<file path="src/rtl/change_gen_if.sv">
// change_gen_if: event-in / Gray-bus-out bundle of the bus-change link.
// master = transmitter (change_gen), slave = event source / receiver side.
interface change_gen_if #(
    parameter int N      = 8,
    parameter int PEND_W = 4
);
    logic              event_in;
    logic              clr_ovf;
    logic [N-1:0]      dout;
    logic              change_stb;
    logic              busy;
    logic [PEND_W-1:0] pending;
    logic              overflow;

    modport master (
        input  event_in, clr_ovf,
        output dout, change_stb, busy, pending, overflow
    );

    modport slave (
        output event_in, clr_ovf,
        input  dout, change_stb, busy, pending, overflow
    );
endinterface

</file>
<file path="src/rtl/change_gen.sv">
// change_gen: turns event pulses into single-bit Gray steps on a bus,
// spaced by a hold timer, with an event backlog and sticky drop flag.
module change_gen #(
    parameter int N           = 8,
    parameter int HOLD_CYCLES = 4,
    parameter int PEND_W      = 4
) (
    input  logic           clk,
    input  logic           rst,
    change_gen_if.master   io_bus
);
    localparam int HW = $clog2(HOLD_CYCLES) + 1;
    localparam logic [HW-1:0] HOLD_RELOAD = HW'(HOLD_CYCLES - 1);

    logic [N-1:0]      r_bin;
    logic [N-1:0]      r_dout;
    logic [HW-1:0]     r_hold;
    logic [PEND_W-1:0] r_pend;
    logic              r_stb;
    logic              r_ovf;

    logic              w_ok;
    logic              w_want;
    logic              w_full;
    logic              w_has_pend;
    logic [N-1:0]      w_bin_nx;

    assign w_ok       = (r_hold == '0);
    assign w_has_pend = (r_pend != '0);
    assign w_want     = io_bus.event_in | w_has_pend;
    assign w_full     = &r_pend;
    assign w_bin_nx   = r_bin + 1'b1;

    always_ff @(posedge clk) begin
        if (rst) begin
            r_bin  <= '0;
            r_dout <= '0;
            r_hold <= '0;
            r_pend <= '0;
            r_stb  <= 1'b0;
            r_ovf  <= 1'b0;
        end else begin
            r_stb <= 1'b0;
            // clear first so a same-cycle drop below wins
            if (io_bus.clr_ovf) begin
                r_ovf <= 1'b0;
            end
            if (w_ok && w_want) begin
                r_bin  <= w_bin_nx;
                r_dout <= w_bin_nx ^ (w_bin_nx >> 1);
                r_stb  <= 1'b1;
                r_hold <= HOLD_RELOAD;
                if (w_has_pend && !io_bus.event_in) begin
                    r_pend <= r_pend - 1'b1;
                end
            end else if (!w_ok) begin
                r_hold <= r_hold - 1'b1;
                if (io_bus.event_in) begin
                    if (w_full) begin
                        r_ovf <= 1'b1;
                    end else begin
                        r_pend <= r_pend + 1'b1;
                    end
                end
            end
        end
    end

    assign io_bus.dout       = r_dout;
    assign io_bus.change_stb = r_stb;
    assign io_bus.busy       = (r_hold != '0) | w_has_pend;
    assign io_bus.pending    = r_pend;
    assign io_bus.overflow   = r_ovf;
endmodule

</file>
<file path="src/flat_wrapper.sv">
// flat-port wrapper written by rule: the top's interface ports become plain ports
module change_gen_flat 
#(
    parameter int N           = 8,
    parameter int HOLD_CYCLES = 4,
    parameter int PEND_W      = 4
)
  (clk, rst, io_bus_event_in, io_bus_clr_ovf, io_bus_dout, io_bus_change_stb, io_bus_busy, io_bus_pending, io_bus_overflow);
  change_gen_if #(.N(N), .PEND_W(PEND_W)) io_bus_i ();
  input  logic clk;
  input  logic rst;
  input wire logic [$bits(io_bus_i.event_in)-1:0] io_bus_event_in;
  input wire logic [$bits(io_bus_i.clr_ovf)-1:0] io_bus_clr_ovf;
  output wire logic [$bits(io_bus_i.dout)-1:0] io_bus_dout;
  output wire logic [$bits(io_bus_i.change_stb)-1:0] io_bus_change_stb;
  output wire logic [$bits(io_bus_i.busy)-1:0] io_bus_busy;
  output wire logic [$bits(io_bus_i.pending)-1:0] io_bus_pending;
  output wire logic [$bits(io_bus_i.overflow)-1:0] io_bus_overflow;
  assign io_bus_i.event_in = io_bus_event_in;
  assign io_bus_i.clr_ovf = io_bus_clr_ovf;
  assign io_bus_dout = io_bus_i.dout;
  assign io_bus_change_stb = io_bus_i.change_stb;
  assign io_bus_busy = io_bus_i.busy;
  assign io_bus_pending = io_bus_i.pending;
  assign io_bus_overflow = io_bus_i.overflow;
  change_gen #(.N(N), .HOLD_CYCLES(HOLD_CYCLES), .PEND_W(PEND_W)) u_core (.clk(clk), .rst(rst), .io_bus(io_bus_i));
endmodule
</file>
<file path="config.mk">
export PLATFORM = sky130hd
export DESIGN_NAME = change_gen_flat
export DESIGN_NICKNAME = d
export VERILOG_FILES = /design/src/rtl/change_gen_if.sv /design/src/rtl/change_gen.sv /design/src/flat_wrapper.sv
export SDC_FILE = /design/constraint.sdc
export NUM_CORES = 1
export LEC_CHECK = 0
export ABC_CLOCK_PERIOD_IN_PS = 5300
export CELL_PAD_IN_SITES_DETAIL_PLACEMENT = 1
export CELL_PAD_IN_SITES_GLOBAL_PLACEMENT = 1
export CORE_MARGIN = 2
export CORE_UTILIZATION = 43
export DETAILED_ROUTE_END_ITERATION = 6
export PLACE_DENSITY_LB_ADDON = 0.25
export SYNTH_ARGS = -nofsm -noshare
export SYNTH_HDL_FRONTEND = slang
export SYNTH_SLANG_ARGS = --single-unit
</file>
<file path="constraint.sdc">
create_clock -name clk -period 5.3 [get_ports clk]
set_input_delay 1.59 -clock clk [delete_from_list [all_inputs] [get_ports clk]]
set_output_delay 1.59 -clock clk [all_outputs]
set_load 0.02 [all_outputs]
</file>
==> results.md <==
- Fill cell count: around 340
- Power Total: just over 700 uW
- Total GRT Usage: 0.175
- Top cell type's share of synthesized area: 0.376
- Gr ovfl total: 0
- Max-Cap Viols: 0
- Placed Instance Area: about 0.0014 sq mm
- Setup Buffers After CTS: 0
- Clock transition at path regs: 130 ps
- Setup Viol. Count Final: 0
- Largest area contributor in the netlist: dfxtp_1
- CP Data Required Time: 3710 ps
- Seq/Total Area, Yosys: 0.376
- Final hold vios: 0
- Syn Nets: approximately 150
- First-pass DRT Iterations: 3
- Cells after Synth: 144
- Die footprint: between 0.003 and 0.004 sq mm
- Crit path launch type: flop
- Crit path max fanout: 3
- Io pins: 19
- 1st-iter DRT viols: 17
- Library cells used by synthesis: 35
- Area occupied by registers: about 480 sq um
- Leak Pwr: between 0.5 and 0.6 nW
- H-tree depth: 1
- Clock Latency Late Sink: 320 ps
- Synthesis Warnings: 0
- Post-route setup TNS: 0 ps
- Initial antenna violation count: 0
- CTS Sinks: 24
- Design area: around 0.0015 sq mm
- Highest Clock Rate: around 0.3 GHz
- Hold path start: u_core.r_hold[0]$_SDFFE_PP0P_
- Final wirelength: ~2.5 mm
- CTS buffer count: 3
- Fin Clk Skew: 8.00 ps
- Synth top area cells: dfxtp_1, xnor2_1, xor2_1
- Antenna-violating nets left: 0
- Pins Over Slew Limit: 0
- Remaining DRCs: 0
- Critical setup path kind: flop to output pin
- N_diodes: 0
- # hold bufs at CTS: 0
- Layout cells sized above 1: 0.0779
- FF-to-FF path depth: 10
- Final min period: between 3000 and 4000 ps
- IO buf count: 18
- Chip height: about 60 microns
- RSZ-0062 raised after global routing: no
- R2r endpoint: u_core.io_bus.pending[2]$_SDFFE_PP0P_
- Hold_ws: just over 500 ps
- FP Rows: 19
- Initial core utilization: 0.460
- Status: finished clean
- Vias in the first global route: about 1100
- Maximum vdd ir drop: 0.000290 V
- Yosys reg bits: 24
- Cell area after synthesis: ~0.0013 sq mm
- Slew margin rel.: 0.366
- Post_cts resized: 0
- Multi-input logic area: ~700 sq um
- Final period util: 0.647
- CP max stage cell: clkdlybuf4s50_1
- Avg WL per Cell: ~14 microns
- HP Class: flop to flop
- Final RePlAce weighted congestion: between 0.7 and 0.8
- Commonest non-fill, non-tap cell in the layout: dfxtp_1
- Crit path largest cell delay: roughly 600 ps
- Clk buf depth: 2
- P per Cell Area: between 400 and 500 mW/mm^2
- Worst Path Arrival: 1840 ps
- First-pass GRT wire length: 4.66 mm
- WHS Path Cells: 1
- WHS Endpoint: u_core.r_hold[0]$_SDFFE_PP0P_
- Critical path endpoint category: output pin
- Util after Layout: 0.527
- Area growth, synth to finish: 14.6%
- # nets final: approximately 160
- Detailed Place HPWL: roughly 1.8 mm
- Routed vias: 1024
- Worst r2r src: u_core.r_hold[0]$_SDFFE_PP0P_
- Core footprint: between 0.002 and 0.003 sq mm
- Worst slew pin tran: ~950 ps
- Largest net degree at the start of global routing: 25
- Commonest cells after routing, fill and taps aside: dfxtp_1, nor2_1, clkdlybuf4s50_1
- CTS tree: done
- Reg2reg setup slack: about 3100 ps
- Die X: between 50 and 60 microns
- Root Driver: clkbuf_4
- Synth Area per Inst: 8.88 sq um
- Critical path, cell by cell: inv_1 -> ha_1 -> nor2b_1 -> nand2_1 -> clkdlybuf4s50_1
- Vias per std cell: approximately 5.5
-- final cells by class --
cell class | count | area share
well taps | 31 | 0.0265
inverters | 5 | 0.0128
repair buffers | 19 | 0.128
multi-input cells | 102 | 0.480
flip-flops and latches | 24 | 0.328
clock buffers | 4 | 0.0248
-- cell families after synthesis --
logic type / after synthesis / share of synthesized area
AND/OR/NAND/NOR: 50 / 0.203
AO/OA/AOI/OAI: 25 / 0.147
flip-flops: 24 / 0.376
XOR/XNOR: 19 / 0.130
buffers and inverters: 18 / 0.0744
multiplexers: 4 / 0.0313
adder cells (fa/ha/maj): 4 / 0.0391
-- per-stage QoR --
| stage | setup slack (ps) | cells |
|---|---|---|
| finish | 1870 | 185 |
| global route | 1700 | 185 |
| CTS | 1860 | 185 |
| detailed placement | 1600 | 181 |
| global placement | 1700 | 181 |
| floorplan | 2450 | 144 |
-- sequential cells by signal, summed over array words and instances, names as in the netlist --
register,flops
u_core.io_bus.overflow,1
u_core.r_bin,7
u_core.io_bus.dout,8
u_core.io_bus.change_stb,1
u_core.io_bus.pending,4
u_core.r_hold,3
-- power breakdown --
part	switching (mW)	leakage (nW)	internal, mW
clock network	0.0542	0.0210	0.0420
registers	0.0441	0.196	0.227
logic	0.190	0.347	0.167
total	0.288	0.564	0.435
-- critical path, delay by kind of cell, from the launching register on --
kind | cells | cell delay, ps
fa+ha+maj | 1 | 220
buf+inv | 2 | 680
flops | 1 | 390
simple gates | 2 | 240
-- routing by layer --
metal / up-vias / track usage / part of all wire
li1: 515 / - / -
met3: 5 / 0.0308 / 0.033
met2: 16 / 0.295 / 0.46
met5: - / 0 / 0
met4: 0 / 0.0698 / 0.017
met1: 488 / 0.220 / 0.48
-- cell usage after synthesis (all sizes together) --
cell	number
a211oi	6
a21boi	1
a21o	3
a21oi	7
a31oi	4
a32oi	1
a41oi	1
and2	1
and3	2
and3b	1
buf	9
clkbuf	4
dfxtp	24
ha	4
inv	5
mux2i	4
nand2	4
nand2b	3
nand3	6
nand4	4
nor2	19
nor2b	2
nor3	3
nor4	3
o21ai	1
o31ai	1
or4	2
xnor2	10
xor2	9
-- worst max-delay path by stage --
stage | start | endpoint | slack [ps] | cells past startpoint
after CTS | u_core.r_hold[0]$_SDFFE_PP0P_ | io_bus_busy | 1860 | 5
after global placement | io_bus_event_in | u_core.io_bus.pending[2]$_SDFFE_PP0P_ | 1700 | 9
final | u_core.r_hold[0]$_SDFFE_PP0P_ | io_bus_busy | 1870 | 5
after floorplan | io_bus_event_in | u_core.io_bus.pending[2]$_SDFFE_PP0P_ | 2450 | 8
after global routing | u_core.r_hold[0]$_SDFFE_PP0P_ | io_bus_busy | 1700 | 5
after detailed placement | io_bus_event_in | u_core.io_bus.pending[2]$_SDFFE_PP0P_ | 1600 | 9
No activity file was read; power rests on OpenSTA's default activity.
